$ cat config.mk
export PLATFORM = sky130hd
export DESIGN_NAME = instr_encoder_flat
export DESIGN_NICKNAME = d
export VERILOG_FILES = /design/src/rtl/instr_encoder_if.sv /design/src/rtl/instr_encoder.sv /design/src/flat_wrapper.sv
export SDC_FILE = /design/constraint.sdc
export NUM_CORES = 1
export LEC_CHECK = 0
export CAP_MARGIN = 5
export CORE_MARGIN = 2
export CORE_UTILIZATION = 45
export DETAILED_ROUTE_END_ITERATION = 6
export PLACE_DENSITY = 0.85
export REMOVE_ABC_BUFFERS = 1
export SLEW_MARGIN = 5
export SYNTH_ARGS = -nofsm -noshare
export SYNTH_HDL_FRONTEND = slang
export SYNTH_SLANG_ARGS = --single-unit
$ cat constraint.sdc
create_clock -name clock -period 2.2 [get_ports clock]
set_input_delay 0.33 -clock clock [delete_from_list [all_inputs] [get_ports clock]]
set_output_delay 0.33 -clock clock [all_outputs]
set_load 0.005 [all_outputs]
$ cat src/rtl/instr_encoder_if.sv
// rtl/instr_encoder_if.sv - request and instruction-word handshake bundle for instr_encoder
interface instr_encoder_if;
    logic        in_valid;
    logic        in_ready;
    logic [3:0]  in_op;
    logic [4:0]  in_rs;
    logic [4:0]  in_rt;
    logic [4:0]  in_rd;
    logic [15:0] in_imm;
    logic        out_valid;
    logic        out_ready;
    logic [31:0] out_instr;
    logic [5:0]  out_opcode;
    logic [5:0]  out_funct;

    modport slave (
        input  in_valid, in_op, in_rs, in_rt, in_rd, in_imm, out_ready,
        output in_ready, out_valid, out_instr, out_opcode, out_funct
    );

    modport master (
        output in_valid, in_op, in_rs, in_rt, in_rd, in_imm, out_ready,
        input  in_ready, out_valid, out_instr, out_opcode, out_funct
    );
endinterface

$ cat src/rtl/instr_encoder.sv
// rtl/instr_encoder.sv - packs mnemonic requests into MIPS words behind a small output FIFO
module instr_encoder #(
    parameter int DEPTH   = 2,
    parameter int COUNT_W = 16
) (
    input  logic               clock,
    input  logic               reset,
    instr_encoder_if.slave     bus,
    output logic               err,
    output logic [COUNT_W-1:0] emitted
);
    localparam int PTR_W = $clog2(DEPTH);
    localparam int CNT_W = PTR_W + 1;
    localparam logic [CNT_W-1:0] FULL_COUNT = CNT_W'(DEPTH);

    logic [31:0]        mem_q [DEPTH];
    logic [31:0]        mem_d [DEPTH];
    logic [PTR_W-1:0]   rd_ptr_q, rd_ptr_d;
    logic [PTR_W-1:0]   wr_ptr_q, wr_ptr_d;
    logic [CNT_W-1:0]   count_q, count_d;
    logic               err_q, err_d;
    logic [COUNT_W-1:0] emitted_q, emitted_d;

    logic        accept, legal, push, pop;
    logic [31:0] word;

    function automatic logic [31:0] encode(
        input logic [3:0]  op,
        input logic [4:0]  rs,
        input logic [4:0]  rt,
        input logic [4:0]  rd,
        input logic [15:0] imm
    );
        logic [31:0] w;
        w = 32'h0;
        case (op)
            4'd0: w = {6'h23, rs, rt, imm};
            4'd1: w = {6'h2b, rs, rt, imm};
            4'd2: w = {6'h00, rs, rt, rd, 5'h00, 6'h20};
            4'd3: w = {6'h08, rs, rt, imm};
            4'd4: w = {6'h00, rs, rt, rd, 5'h00, 6'h22};
            4'd5: w = {6'h00, rs, rt, rd, 5'h00, 6'h24};
            4'd6: w = {6'h00, rs, rt, rd, 5'h00, 6'h25};
            4'd7: w = {6'h00, rs, rt, rd, 5'h00, 6'h27};
            4'd8: w = {6'h00, rs, rt, rd, 5'h00, 6'h26};
            4'd9: w = {6'h04, rs, rt, imm};
            default: w = 32'h0;
        endcase
        return w;
    endfunction

    // Handshake flags come from registered occupancy only, so out_ready never reaches in_ready.
    assign bus.in_ready  = (count_q != FULL_COUNT);
    assign bus.out_valid = (count_q != '0);
    assign bus.out_instr  = mem_q[rd_ptr_q];
    assign bus.out_opcode = mem_q[rd_ptr_q][31:26];
    assign bus.out_funct  = mem_q[rd_ptr_q][5:0];
    assign err     = err_q;
    assign emitted = emitted_q;

    assign accept = bus.in_valid && bus.in_ready;
    assign legal  = (bus.in_op < 4'd10);
    assign push   = accept && legal;
    assign pop    = bus.out_valid && bus.out_ready;
    assign word   = encode(bus.in_op, bus.in_rs, bus.in_rt, bus.in_rd, bus.in_imm);

    always_comb begin
        mem_d     = mem_q;
        rd_ptr_d  = rd_ptr_q;
        wr_ptr_d  = wr_ptr_q;
        count_d   = count_q;
        err_d     = err_q;
        emitted_d = emitted_q;

        if (push) begin
            mem_d[wr_ptr_q] = word;
            wr_ptr_d        = wr_ptr_q + PTR_W'(1);
        end
        if (pop) begin
            rd_ptr_d  = rd_ptr_q + PTR_W'(1);
            emitted_d = emitted_q + COUNT_W'(1);
        end
        case ({push, pop})
            2'b10:   count_d = count_q + CNT_W'(1);
            2'b01:   count_d = count_q - CNT_W'(1);
            default: count_d = count_q;
        endcase
        // Illegal ops complete their handshake but only leave this sticky flag behind.
        if (accept && !legal) begin
            err_d = 1'b1;
        end
    end

    always_ff @(posedge clock or negedge reset) begin
        if (!reset) begin
            for (int i = 0; i < DEPTH; i++) begin
                mem_q[i] <= 32'h0;
            end
            rd_ptr_q  <= '0;
            wr_ptr_q  <= '0;
            count_q   <= '0;
            err_q     <= 1'b0;
            emitted_q <= '0;
        end else begin
            mem_q     <= mem_d;
            rd_ptr_q  <= rd_ptr_d;
            wr_ptr_q  <= wr_ptr_d;
            count_q   <= count_d;
            err_q     <= err_d;
            emitted_q <= emitted_d;
        end
    end
endmodule

$ cat src/flat_wrapper.sv
// flat-port wrapper written by rule: the top's interface ports become plain ports
module instr_encoder_flat 
#(
    parameter int DEPTH   = 2,
    parameter int COUNT_W = 16
)
  (clock, reset, err, emitted, bus_in_valid, bus_in_op, bus_in_rs, bus_in_rt, bus_in_rd, bus_in_imm, bus_out_ready, bus_in_ready, bus_out_valid, bus_out_instr, bus_out_opcode, bus_out_funct);
  instr_encoder_if bus_i ();
  input  logic clock;
  input  logic reset;
  output logic err;
  output logic [COUNT_W-1:0] emitted;
  input wire logic [$bits(bus_i.in_valid)-1:0] bus_in_valid;
  input wire logic [$bits(bus_i.in_op)-1:0] bus_in_op;
  input wire logic [$bits(bus_i.in_rs)-1:0] bus_in_rs;
  input wire logic [$bits(bus_i.in_rt)-1:0] bus_in_rt;
  input wire logic [$bits(bus_i.in_rd)-1:0] bus_in_rd;
  input wire logic [$bits(bus_i.in_imm)-1:0] bus_in_imm;
  input wire logic [$bits(bus_i.out_ready)-1:0] bus_out_ready;
  output wire logic [$bits(bus_i.in_ready)-1:0] bus_in_ready;
  output wire logic [$bits(bus_i.out_valid)-1:0] bus_out_valid;
  output wire logic [$bits(bus_i.out_instr)-1:0] bus_out_instr;
  output wire logic [$bits(bus_i.out_opcode)-1:0] bus_out_opcode;
  output wire logic [$bits(bus_i.out_funct)-1:0] bus_out_funct;
  assign bus_i.in_valid = bus_in_valid;
  assign bus_i.in_op = bus_in_op;
  assign bus_i.in_rs = bus_in_rs;
  assign bus_i.in_rt = bus_in_rt;
  assign bus_i.in_rd = bus_in_rd;
  assign bus_i.in_imm = bus_in_imm;
  assign bus_i.out_ready = bus_out_ready;
  assign bus_in_ready = bus_i.in_ready;
  assign bus_out_valid = bus_i.out_valid;
  assign bus_out_instr = bus_i.out_instr;
  assign bus_out_opcode = bus_i.out_opcode;
  assign bus_out_funct = bus_i.out_funct;
  instr_encoder #(.DEPTH(DEPTH), .COUNT_W(COUNT_W)) u_core (.clock(clock), .reset(reset), .bus(bus_i), .err(err), .emitted(emitted));
endmodule
==> qor.csv, run 1 <==
metric;value;unit
antenna_found_initial;0;
fin_cells;545;
wl;8.28;mm
finalNetCount;473;
drc_errors;0;
cellPowerDensity;1230;nW/um^2
finalSetupTns;0;ns
maxCapViolCount;0;
fp.coreArea;8590;sq um
gp_congestion;0.781;
total_power;6.46;mW
antennaDiodeCount;0;
power_frac_clock;15.0;%
grt_pass1_wl;13.8;mm
crit_slowest_cell;clkdlybuf4s50_1;
cts_max_level;3;
synth-edff-count;0;
max_slew_margin;66.0;%
timing.fmax;472;MHz
worstPathArrival;1.79;ns
async_flop_share;100;%
avgSynthCellArea;11.8;sq um
clk_pin_slew_worst_paths;0.09;ns
post-route-util;60.9;%
synth.distinct_cells;44;
cts_root_buffer;clkbuf_8;
worstPathRequired;1.87;ns
critPathCaptureType;output port;
power.internal;4.47;mW
layout_worst_path_cycle_share;96.2;%
grt_pass1_vias;2836;
p_leak;2.25;nW
syn_area;3950;sq um
synth.largest_area_cell;dfrtp_1;
crit_path_start_kind;register;
cts_buffers;9;
crit_family;buffers and inverters;
ant_nets;0;
drive_gt1_share;24.3;%
final.setup_skew;0.0105;ns
crit_fanout;10;
vias;2765;
wl_per_cell;15.2;um
ys_top_cells_by_count;dfrtp_1, mux2_2, nand2_1;
synth_cells;335;
yosysMostFrequentCell;dfrtp_1;
clkSinkCount;79;
grt_max_degree;35;
slowest_delay;0.45;ns
num_rows;34;
clock_latency;0.34;ns
timing.hold.worst.class;in -> async;
routed_via_density;5.07;
finalSetupViolations;0;
synth.area.top_cells;dfrtp_1, mux2_2, nand2_1;
worst-path-buf-inv;2;
dp_slack;0.0695;ns
crit_type;reg -> out;
synth_flop_cell;dfrtp_1;
hold_viol_final;0;
synth_top_cell_area_share;50.1;%
vdd_drop_max;713;uV
drtPass1Iterations;4;
die_w;97.7;um
max_slew.worst_pin.slew;0.509;ns
ys_seq_area_share;50.1;%
combPwrFrac;47.5;%
cts.path.max_buffers;2;
power_switching;1.99;mW
io_pins;102;
rsz0062_at_grt;yes;
fin_crit;2.12;ns
setup_ws;0.0829;ns
drt_iter0_markers;60;
ys_warn_count;0;
dp_cells;527;
seqPwrFrac;37.5;%
overflow;0;
die_h;97.7;um
placement.io_buffers;99;
drv_slew;0;
grtUsageTotal;17.8;%
p_sw_share;30.9;%
crit_chain;buf_4 > mux2_2 > clkdlybuf4s50_1;
ys_ff_latch;79;
place_hpwl;5.95;mm
dieArea;9540;sq um
status;complete, no violations;
tritoncts;done;
r2r_slack;0.45;ns
initial_core_util;45.9;%
area_growth;32.7;%
timing repair:
item                       in CTS  in global routing
resized for setup               0                  3
hold endpoints to repair       21                  0
setup endpoints to repair       0                  5
hold buffers                    1                  0
buffers inserted                0                  0
cell usage in the layout, fill, tap and decap left out, types with 6 or more instances in the layout:
cell / n
buf_4: 12
nor2b_1: 7
clkbuf_8: 9
clkdlybuf4s50_1: 98
o21ai_0: 21
nand2_1: 40
o211ai_1: 6
xnor2_1: 17
dfrtp_1: 78
mux2_2: 54
mux2_4: 10
nor2_1: 7
mux2i_1: 7
inv_1: 9
worst register-to-register path: stages (launching register included):
cell and delay [ns]:
dfrtp_1 0.45, or2_2 0.33, nand2_1 0.18, inv_1 0.11, ha_1 0.33, nor2_1 0.14, xor2_1 0.14
power groups by stage:
stage	logic (mW)	clock network [mW]	registers [mW]
after floorplan	1.42	0	2.40
after global placement	2.98	0	2.38
after detailed placement	3.05	0	2.43
after CTS	3.06	0.996	2.41
after global routing	3.32	1.09	2.50
final	3.07	0.972	2.42
through the flow:
step           hold slack, ns  cell area (sq um)
6_report                0.442               5240
5_1_grt                 0.437               5240
4_1_cts                 0.411               5210
3_5_place_dp            0.249               5020
3_3_place_gp            0.245               5020
2_1_floorplan          0.0344               3750
registers in the layout, indices dropped and copies added, names as in the netlist:
register         cells
u_core.count_q       2
u_core.emitted      16
u_core.err           1
u_core.mem_q        58
u_core.rd_ptr_q      1
u_core.wr_ptr_q      1
kinds of logic (layout without fill, tap and decap cells):
| logic type | Yosys count | after routing | share of synthesized area, % |
|---|---|---|---|
| AND/OR/NAND/NOR | 83 | 83 | 11.4 |
| multiplexers | 73 | 73 | 21.5 |
| adder cells (fa/ha/maj) | 2 | 2 | 0.634 |
| other | 1 | 2 | 0.0950 |
| buffers and inverters | 39 | 140 | 5.86 |
| XOR/XNOR | 20 | 20 | 4.44 |
| flip-flops | 79 | 79 | 50.1 |
| AO/OA/AOI/OAI | 38 | 38 | 5.99 |
per-layer routing:
metal  share of wire [%]  vias up  wire, um  track usage [%]
met5                   0        -         0                0
met4                0.28        0        23             4.59
met3                 5.1        4       420             4.60
met2                  50       72      4150             29.4
met1                  45     1367      3690             23.5
li1                    -     1322         -                -
final cells by class:
type / count / area (sq um)
fill: 704 / 3360
multi-input combinational: 218 / 1750
sequential: 79 / 1980
timing repair buffer: 115 / 1170
inverter: 9 / 33.8
clock buffer: 9 / 124
clock inverter: 7 / 53.8
tap: 108 / 135
final timing paths:
path,from,depth (start not counted),end
max,u_core.rd_ptr_q$_DFFE_PN0P_,3,bus_out_instr[24]
min,reset,2,u_core.emitted[15]$_DFFE_PN0P_
max reg2reg,u_core.count_q[1]$_DFFE_PN0P_,6,u_core.count_q[1]$_DFFE_PN0P_
min reg2reg,u_core.emitted[15]$_DFFE_PN0P_,1,u_core.emitted[15]$_DFFE_PN0P_
max in group asynchronous,reset,3,u_core.mem_q[3]$_DFFE_PN0P_
min in group clock,u_core.emitted[15]$_DFFE_PN0P_,1,u_core.emitted[15]$_DFFE_PN0P_
No activity file was read; power rests on OpenSTA's default activity.
==> run 2: changes to the inputs <==
--- a/config.mk
+++ b/config.mk
@@ -7,9 +7,9 @@
 export LEC_CHECK = 0
 export CAP_MARGIN = 5
 export CORE_MARGIN = 2
-export CORE_UTILIZATION = 45
+export CORE_UTILIZATION = 49
 export DETAILED_ROUTE_END_ITERATION = 6
-export PLACE_DENSITY = 0.85
+export PLACE_DENSITY = 0.9
 export REMOVE_ABC_BUFFERS = 1
 export SLEW_MARGIN = 5
 export SYNTH_ARGS = -nofsm -noshare
==> qor.csv, run 2 (synthesis results as in run 1) <==
metric;value;unit;change
initial_core_util;50.8;%;was 45.9%
vdd_drop_max;695;uV;was 713 uV
reg2reg_depth;6;;unchanged
cellPowerDensity;1270;nW/um^2;was 1230 nW/um^2
wl_per_cell;15.9;um;was 15.2 um
largest_reg_flops;58;;unchanged
drive_gt1_share;24.3;%;unchanged
cts_root_buffer;clkbuf_8;;unchanged
num_rows;32;;was 34
die_h;93.8;um;was 97.7 um
placed_cell_area;5000;sq um;was 5020 sq um
wl;8.60;mm;was 8.28 mm
grt_pass1_vias;2885;;was 2,836
routed_via_density;5.19;;was 5.07
dp_slack;0.0959;ns;was 0.0695 ns
final_cell_mix;clkdlybuf4s50_1, dfrtp_1, mux2_2, nand2_1, o21ai_0;;unchanged
power_frac_clock;16.1;%;was 15.0%
ant_nets;0;;unchanged
die_w;93.8;um;was 97.7 um
timing.hold.worst.class;reg -> reg;;was in -> async
timing.fmax;454;MHz;was 472 MHz
max_slew_margin;61.7;%;was 66.0%
failed_checks;setup timing;;
io_pins;102;;unchanged
crit_chain;bufbuf_16 > o21ai_0 > clkdlybuf4s50_1;;was buf_4 > mux2_2 > clkdlybuf4s50_1
hold_viol_final;0;;unchanged
crit_type;reg -> out;;unchanged
worstPathArrival;1.87;ns;was 1.79 ns
crit_fanout;18;;was 10
fillCellCount;570;;was 704
drc_errors;0;;unchanged
crit_slowest_cell;clkdlybuf4s50_1;;unchanged
drtPass1Iterations;4;;unchanged
p_leak;2.27;nW;was 2.25 nW
worstPathRequired;1.87;ns;about the same
hold_path_depth;1;;
finalSetupViolations;1;;was 0
stdcell_area;5260;sq um;was 5240 sq um
max_slew.worst_pin.slew;0.575;ns;was 0.509 ns
cts_buffers;9;;unchanged
fin_crit;2.20;ns;was 2.12 ns
drv_slew;0;;unchanged
cts.path.max_buffers;2;;unchanged
r2r_start;u_core.count_q[1]$_DFFE_PN0P_;;unchanged
antenna_found_initial;0;;unchanged
total_power;6.66;mW;was 6.46 mW
area_growth;33.2;%;was 32.7%
drt_iter0_markers;156;;was 60
clock_latency;0.34;ns;about the same
antennaDiodeCount;0;;unchanged
overflow;0;;unchanged
fp.coreArea;7770;sq um;was 8590 sq um
layout_commonest_cell;clkdlybuf4s50_1;;unchanged
tritoncts;done;;unchanged
placement.io_buffers;99;;unchanged
p_sw_share;30.7;%;was 30.9%
power_switching;2.04;mW;was 1.99 mW
place_hpwl;5.97;mm;was 5.95 mm
finalNetCount;473;;unchanged
finalSetupTns;-0.00311;ns;was 0 ns
rsz0062_at_grt;yes;;unchanged
r2r_slack;0.47;ns;was 0.45 ns
clkSinkCount;79;;unchanged
power.internal;4.62;mW;was 4.47 mW
clk_pin_slew_worst_paths;0.08;ns;was 0.09 ns
combPwrFrac;47.4;%;was 47.5%
critPathCaptureType;output port;;unchanged
crit_path_start_kind;register;;unchanged
seqPwrFrac;36.5;%;was 37.5%
status;complete, but fails checks;;was complete, no violations
grt_pass1_wl;14.3;mm;was 13.8 mm
grt_max_degree;45;;was 35
setup_ws;-0.00311;ns;was 0.0829 ns
top_register;u_core.mem_q;;unchanged
hold_start;u_core.emitted[15]$_DFFE_PN0P_;;
worstReg2RegEnd;u_core.count_q[1]$_DFFE_PN0P_;;unchanged
vias;2797;;was 2,765
holdPathEnd;u_core.emitted[15]$_DFFE_PN0P_;;
grtUsageTotal;20.8;%;was 17.8%
layout_worst_path_cycle_share;100;%;was 96.2%
final.setup_skew;0.0102;ns;was 0.0105 ns
maxCapViolCount;0;;unchanged
dieArea;8790;sq um;was 9540 sq um
gp_congestion;0.781;;unchanged
slowest_delay;0.54;ns;was 0.45 ns
cts_max_level;3;;unchanged
==> run 2: changes by cell type in the layout (fill, tap and decap cells not counted) <==
cell        previous run  this run
inv_6                  3         1
bufinv_16              0         1
clkinv_4               0         1
clkinv_2               1         2
o21ai_1                2         5
bufbuf_16              0         1
o21ai_0               21        18
clkinvlp_4             3         2
clkbuf_16              1         0
==> run 2: worst max-delay path: cells and delay by family (launching register included) <==
| family | cells | cell delay [ns] |
|---|---|---|
| buffers and inverters | 2 | 0.85 |
| flip-flops | 1 | 0.46 |
| AO/OA/AOI/OAI | 1 | 0.23 |
==> run 2: area by class of cell <==
class	instances	area (sq um)	area share, %
Multi-Input combinational cell	218	1750	33.2
Inverter	9	33.8	0.643
Clock inverter	7	72.6	1.38
Sequential cell	79	1980	37.6
Timing Repair Buffer	115	1170	22.3
Tap cell	102	128	2.43
Clock buffer	9	124	2.36
==> run 2: worst max-delay path by stage <==
stage                                           start                           end  slack, ns  cells after the start
after floorplan           u_core.rd_ptr_q$_DFFE_PN0P_             bus_out_instr[26]       0.44                      1
after CTS                 u_core.rd_ptr_q$_DFFE_PN0P_              bus_out_instr[3]      -0.01                      3
after global placement                   bus_in_op[1]  u_core.mem_q[55]$_DFFE_PN0P_       0.14                      5
final                     u_core.rd_ptr_q$_DFFE_PN0P_              bus_out_instr[6]     -0.003                      3
after detailed placement                 bus_in_op[1]  u_core.mem_q[39]$_DFFE_PN0P_        0.1                      7
after global routing      u_core.rd_ptr_q$_DFFE_PN0P_             bus_out_instr[24]      -0.06                      3
==> run 2: power groups by stage <==
stage | Combinational (mW) | Clock, mW | Sequential [mW]
6_report | 3.16 | 1.07 | 2.43
3_5_place_dp | 3.06 | 0 | 2.43
2_1_floorplan | 1.42 | 0 | 2.40
4_1_cts | 3.16 | 1.10 | 2.42
3_3_place_gp | 2.96 | 0 | 2.38
5_1_grt | 3.43 | 1.16 | 2.51
==> run 2: repair_timing <==
item,4_1_cts,5_1_grt
gates resized for setup,3,3
hold endpoints to repair,21,0
setup endpoints to repair,9,18
hold buffers,1,0
gates cloned,1,0
setup buffers,0,1
==> run 2: stage by stage <==
step	std cells	hold slack [ns]	utilization, %
6_report	539	0.475	67.7
5_1_grt	539	0.508	67.7
4_1_cts	538	0.483	67.5
3_5_place_dp	520	0.365	64.4
3_3_place_gp	520	0.353	64.4
2_1_floorplan	306	0.0344	-
==> run 2: routing by layer <==
metal  part of all wire, %  track usage, %  wire length [um]
met2                    51            35.7              4370
met4                   1.1            5.07                97
met1                    42            26.4              3630
met3                   5.8            5.54               502
met5                     0               0                 0
==> run 3: changes to the inputs <==
--- a/config.mk
+++ b/config.mk
@@ -6,10 +6,8 @@
 export NUM_CORES = 1
 export LEC_CHECK = 0
 export CAP_MARGIN = 5
-export CORE_MARGIN = 2
-export CORE_UTILIZATION = 49
+export CORE_UTILIZATION = 38
 export DETAILED_ROUTE_END_ITERATION = 6
-export PLACE_DENSITY = 0.9
 export REMOVE_ABC_BUFFERS = 1
 export SLEW_MARGIN = 5
 export SYNTH_ARGS = -nofsm -noshare
==> qor.csv, run 3 (synthesis results as in run 1) <==
metric;value;unit;change
status;complete, no violations;;was complete, but fails checks
placement.io_buffers;99;;unchanged
gp_congestion;0.801;;was 0.781
vdd_drop_max;660;uV;was 695 uV
final_cell_mix;clkdlybuf4s50_1, dfrtp_1, mux2_2, nand2_1, o21ai_0;;unchanged
final.setup_skew;0.0102;ns;about the same
worstPathArrival;1.82;ns;was 1.87 ns
grt_pass1_wl;14.3;mm;about the same
layout_worst_path_cycle_share;97.7;%;was 100%
top_register;u_core.mem_q;;unchanged
clk_pin_slew_worst_paths;0.07;ns;was 0.08 ns
setup_ws;0.0514;ns;was -0.00311 ns
die_w;104;um;was 93.8 um
ant_nets;0;;unchanged
drc_errors;0;;unchanged
r2r_slack;0.42;ns;was 0.47 ns
overflow;0;;unchanged
cts_max_level;3;;unchanged
io_pins;102;;unchanged
finalSetupTns;0;ns;was -0.00311 ns
die_h;104;um;was 93.8 um
routed_via_density;4.84;;was 5.19
drt_iter0_markers;53;;was 156
drive_gt1_share;24.4;%;was 24.3%
dieArea;10800;sq um;was 8790 sq um
cts_buffers;9;;unchanged
power.internal;4.63;mW;was 4.62 mW
finalNetCount;474;;was 473
num_rows;36;;was 32
wl_per_cell;14.7;um;was 15.9 um
cts.path.max_buffers;2;;unchanged
grt_busiest_layer;met2;;unchanged
crit_fanout;18;;unchanged
power_frac_clock;17.1;%;was 16.1%
timing.fmax;465;MHz;was 454 MHz
clkSinkCount;79;;unchanged
dp_slack;0.154;ns;was 0.0959 ns
critPathCaptureType;output port;;unchanged
grtUsageTotal;16.8;%;was 20.8%
p_sw_share;29.9;%;was 30.7%
wl;8.41;mm;was 8.60 mm
drtPass1Iterations;4;;unchanged
globalRouteMet3Util;5.45;%;was 5.54%
initial_core_util;39.8;%;was 50.8%
clock_latency;0.35;ns;was 0.34 ns
layout_commonest_cell;clkdlybuf4s50_1;;unchanged
crit_type;reg -> out;;unchanged
fin_crit;2.15;ns;was 2.20 ns
maxCapViolCount;0;;unchanged
largest_reg_flops;58;;unchanged
hold_viol_final;0;;unchanged
area_growth;34.7;%;was 33.2%
p_leak;2.35;nW;was 2.27 nW
crit_path_start_kind;register;;unchanged
post-route-util;53.7;%;was 67.7%
rsz0062_at_grt;yes;;unchanged
power_switching;1.97;mW;was 2.04 mW
worstPathRequired;1.87;ns;about the same
grt_pass1_vias;2885;;unchanged
fp.coreArea;9910;sq um;was 7770 sq um
gr-usage-met2;27.2;%;was 35.7%
tritoncts;done;;unchanged
antennaDiodeCount;0;;unchanged
vias;2766;;was 2,797
grt_max_degree;52;;was 45
seqPwrFrac;36.6;%;was 36.5%
met1_usage;20.7;%;was 26.4%
drv_slew;0;;unchanged
cellPowerDensity;1240;nW/um^2;was 1270 nW/um^2
fillCellCount;872;;was 570
timing.hold.worst.class;in -> async;;was reg -> reg
cts_root_buffer;clkbuf_8;;unchanged
finalSetupViolations;0;;was 1
place_hpwl;5.89;mm;was 5.97 mm
antenna_found_initial;0;;unchanged
total_power;6.61;mW;was 6.66 mW
combPwrFrac;46.3;%;was 47.4%
[run 3: cell types whose count changed in the layout (fill, tap and decap cells not counted), sizes merged, moves of 2 or more]
cell / before / now
clkbuf: 9 / 12
clkdlybuf4s50: 98 / 93
clkinvlp: 2 / 0
dlymetal6s2s: 0 / 4
[run 3: worst max-delay path: stages (launching register included)]
cell and delay (ns):
dfrtp_2 0.45, buf_12 0.20, mux2_2 0.37, clkdlybuf4s50_1 0.45
[run 3: final cells by class]
type / instances / area (sq um) / share of cell area [%]
Sequential cell: 79 / 1980 / 37.2
Multi-Input combinational cell: 218 / 1750 / 33.0
Timing Repair Buffer: 116 / 1170 / 22.0
Tap cell: 133 / 166 / 3.13
Clock buffer: 11 / 151 / 2.85
Clock inverter: 5 / 65.1 / 1.22
Inverter: 9 / 33.8 / 0.635
[run 3: power by group through the flow]
stage / Clock (mW) / Sequential (mW) / Combinational [mW]
2_1_floorplan: 0 / 2.40 / 1.42
3_3_place_gp: 0 / 2.40 / 2.99
5_1_grt: 1.24 / 2.51 / 3.35
6_report: 1.13 / 2.42 / 3.06
3_5_place_dp: 0 / 2.42 / 3.04
4_1_cts: 1.17 / 2.40 / 3.06
[run 3: repair_timing]
item                       CTS  global route
cloned                       0             1
hold endpoints to repair    28             0
hold buffers                 1             0
setup buffers                0             1
gates resized for setup      4             7
setup endpoints to repair   11            29
[run 3: metal layers]
metal / wire (um) / share of wire, %
met5: 0 / 0
met4: 143 / 1.7
met3: 515 / 6.1
met2: 4040 / 48
met1: 3710 / 44
[run 3: worst paths after layout]
kind,start,to,cells after the start
max,u_core.rd_ptr_q$_DFFE_PN0P_,bus_out_instr[0],3
min,reset,u_core.emitted[0]$_DFFE_PN0P_,2
max reg2reg,u_core.count_q[1]$_DFFE_PN0P_,u_core.count_q[1]$_DFFE_PN0P_,6
min reg2reg,u_core.err$_DFFE_PN0P_,u_core.err$_DFFE_PN0P_,1
max in group asynchronous,reset,u_core.mem_q[4]$_DFFE_PN0P_,3
min in group clock,u_core.err$_DFFE_PN0P_,u_core.err$_DFFE_PN0P_,1
[run 3: through the flow]
| step | hold WS [ns] | cell area [sq um] | std cells |
|---|---|---|---|
| after floorplan | 0.0344 | 3750 | 306 |
| after global placement | 0.285 | 5040 | 552 |
| after detailed placement | 0.282 | 5040 | 552 |
| after CTS | 0.436 | 5280 | 569 |
| after global routing | 0.459 | 5320 | 571 |
| final | 0.436 | 5320 | 571 |
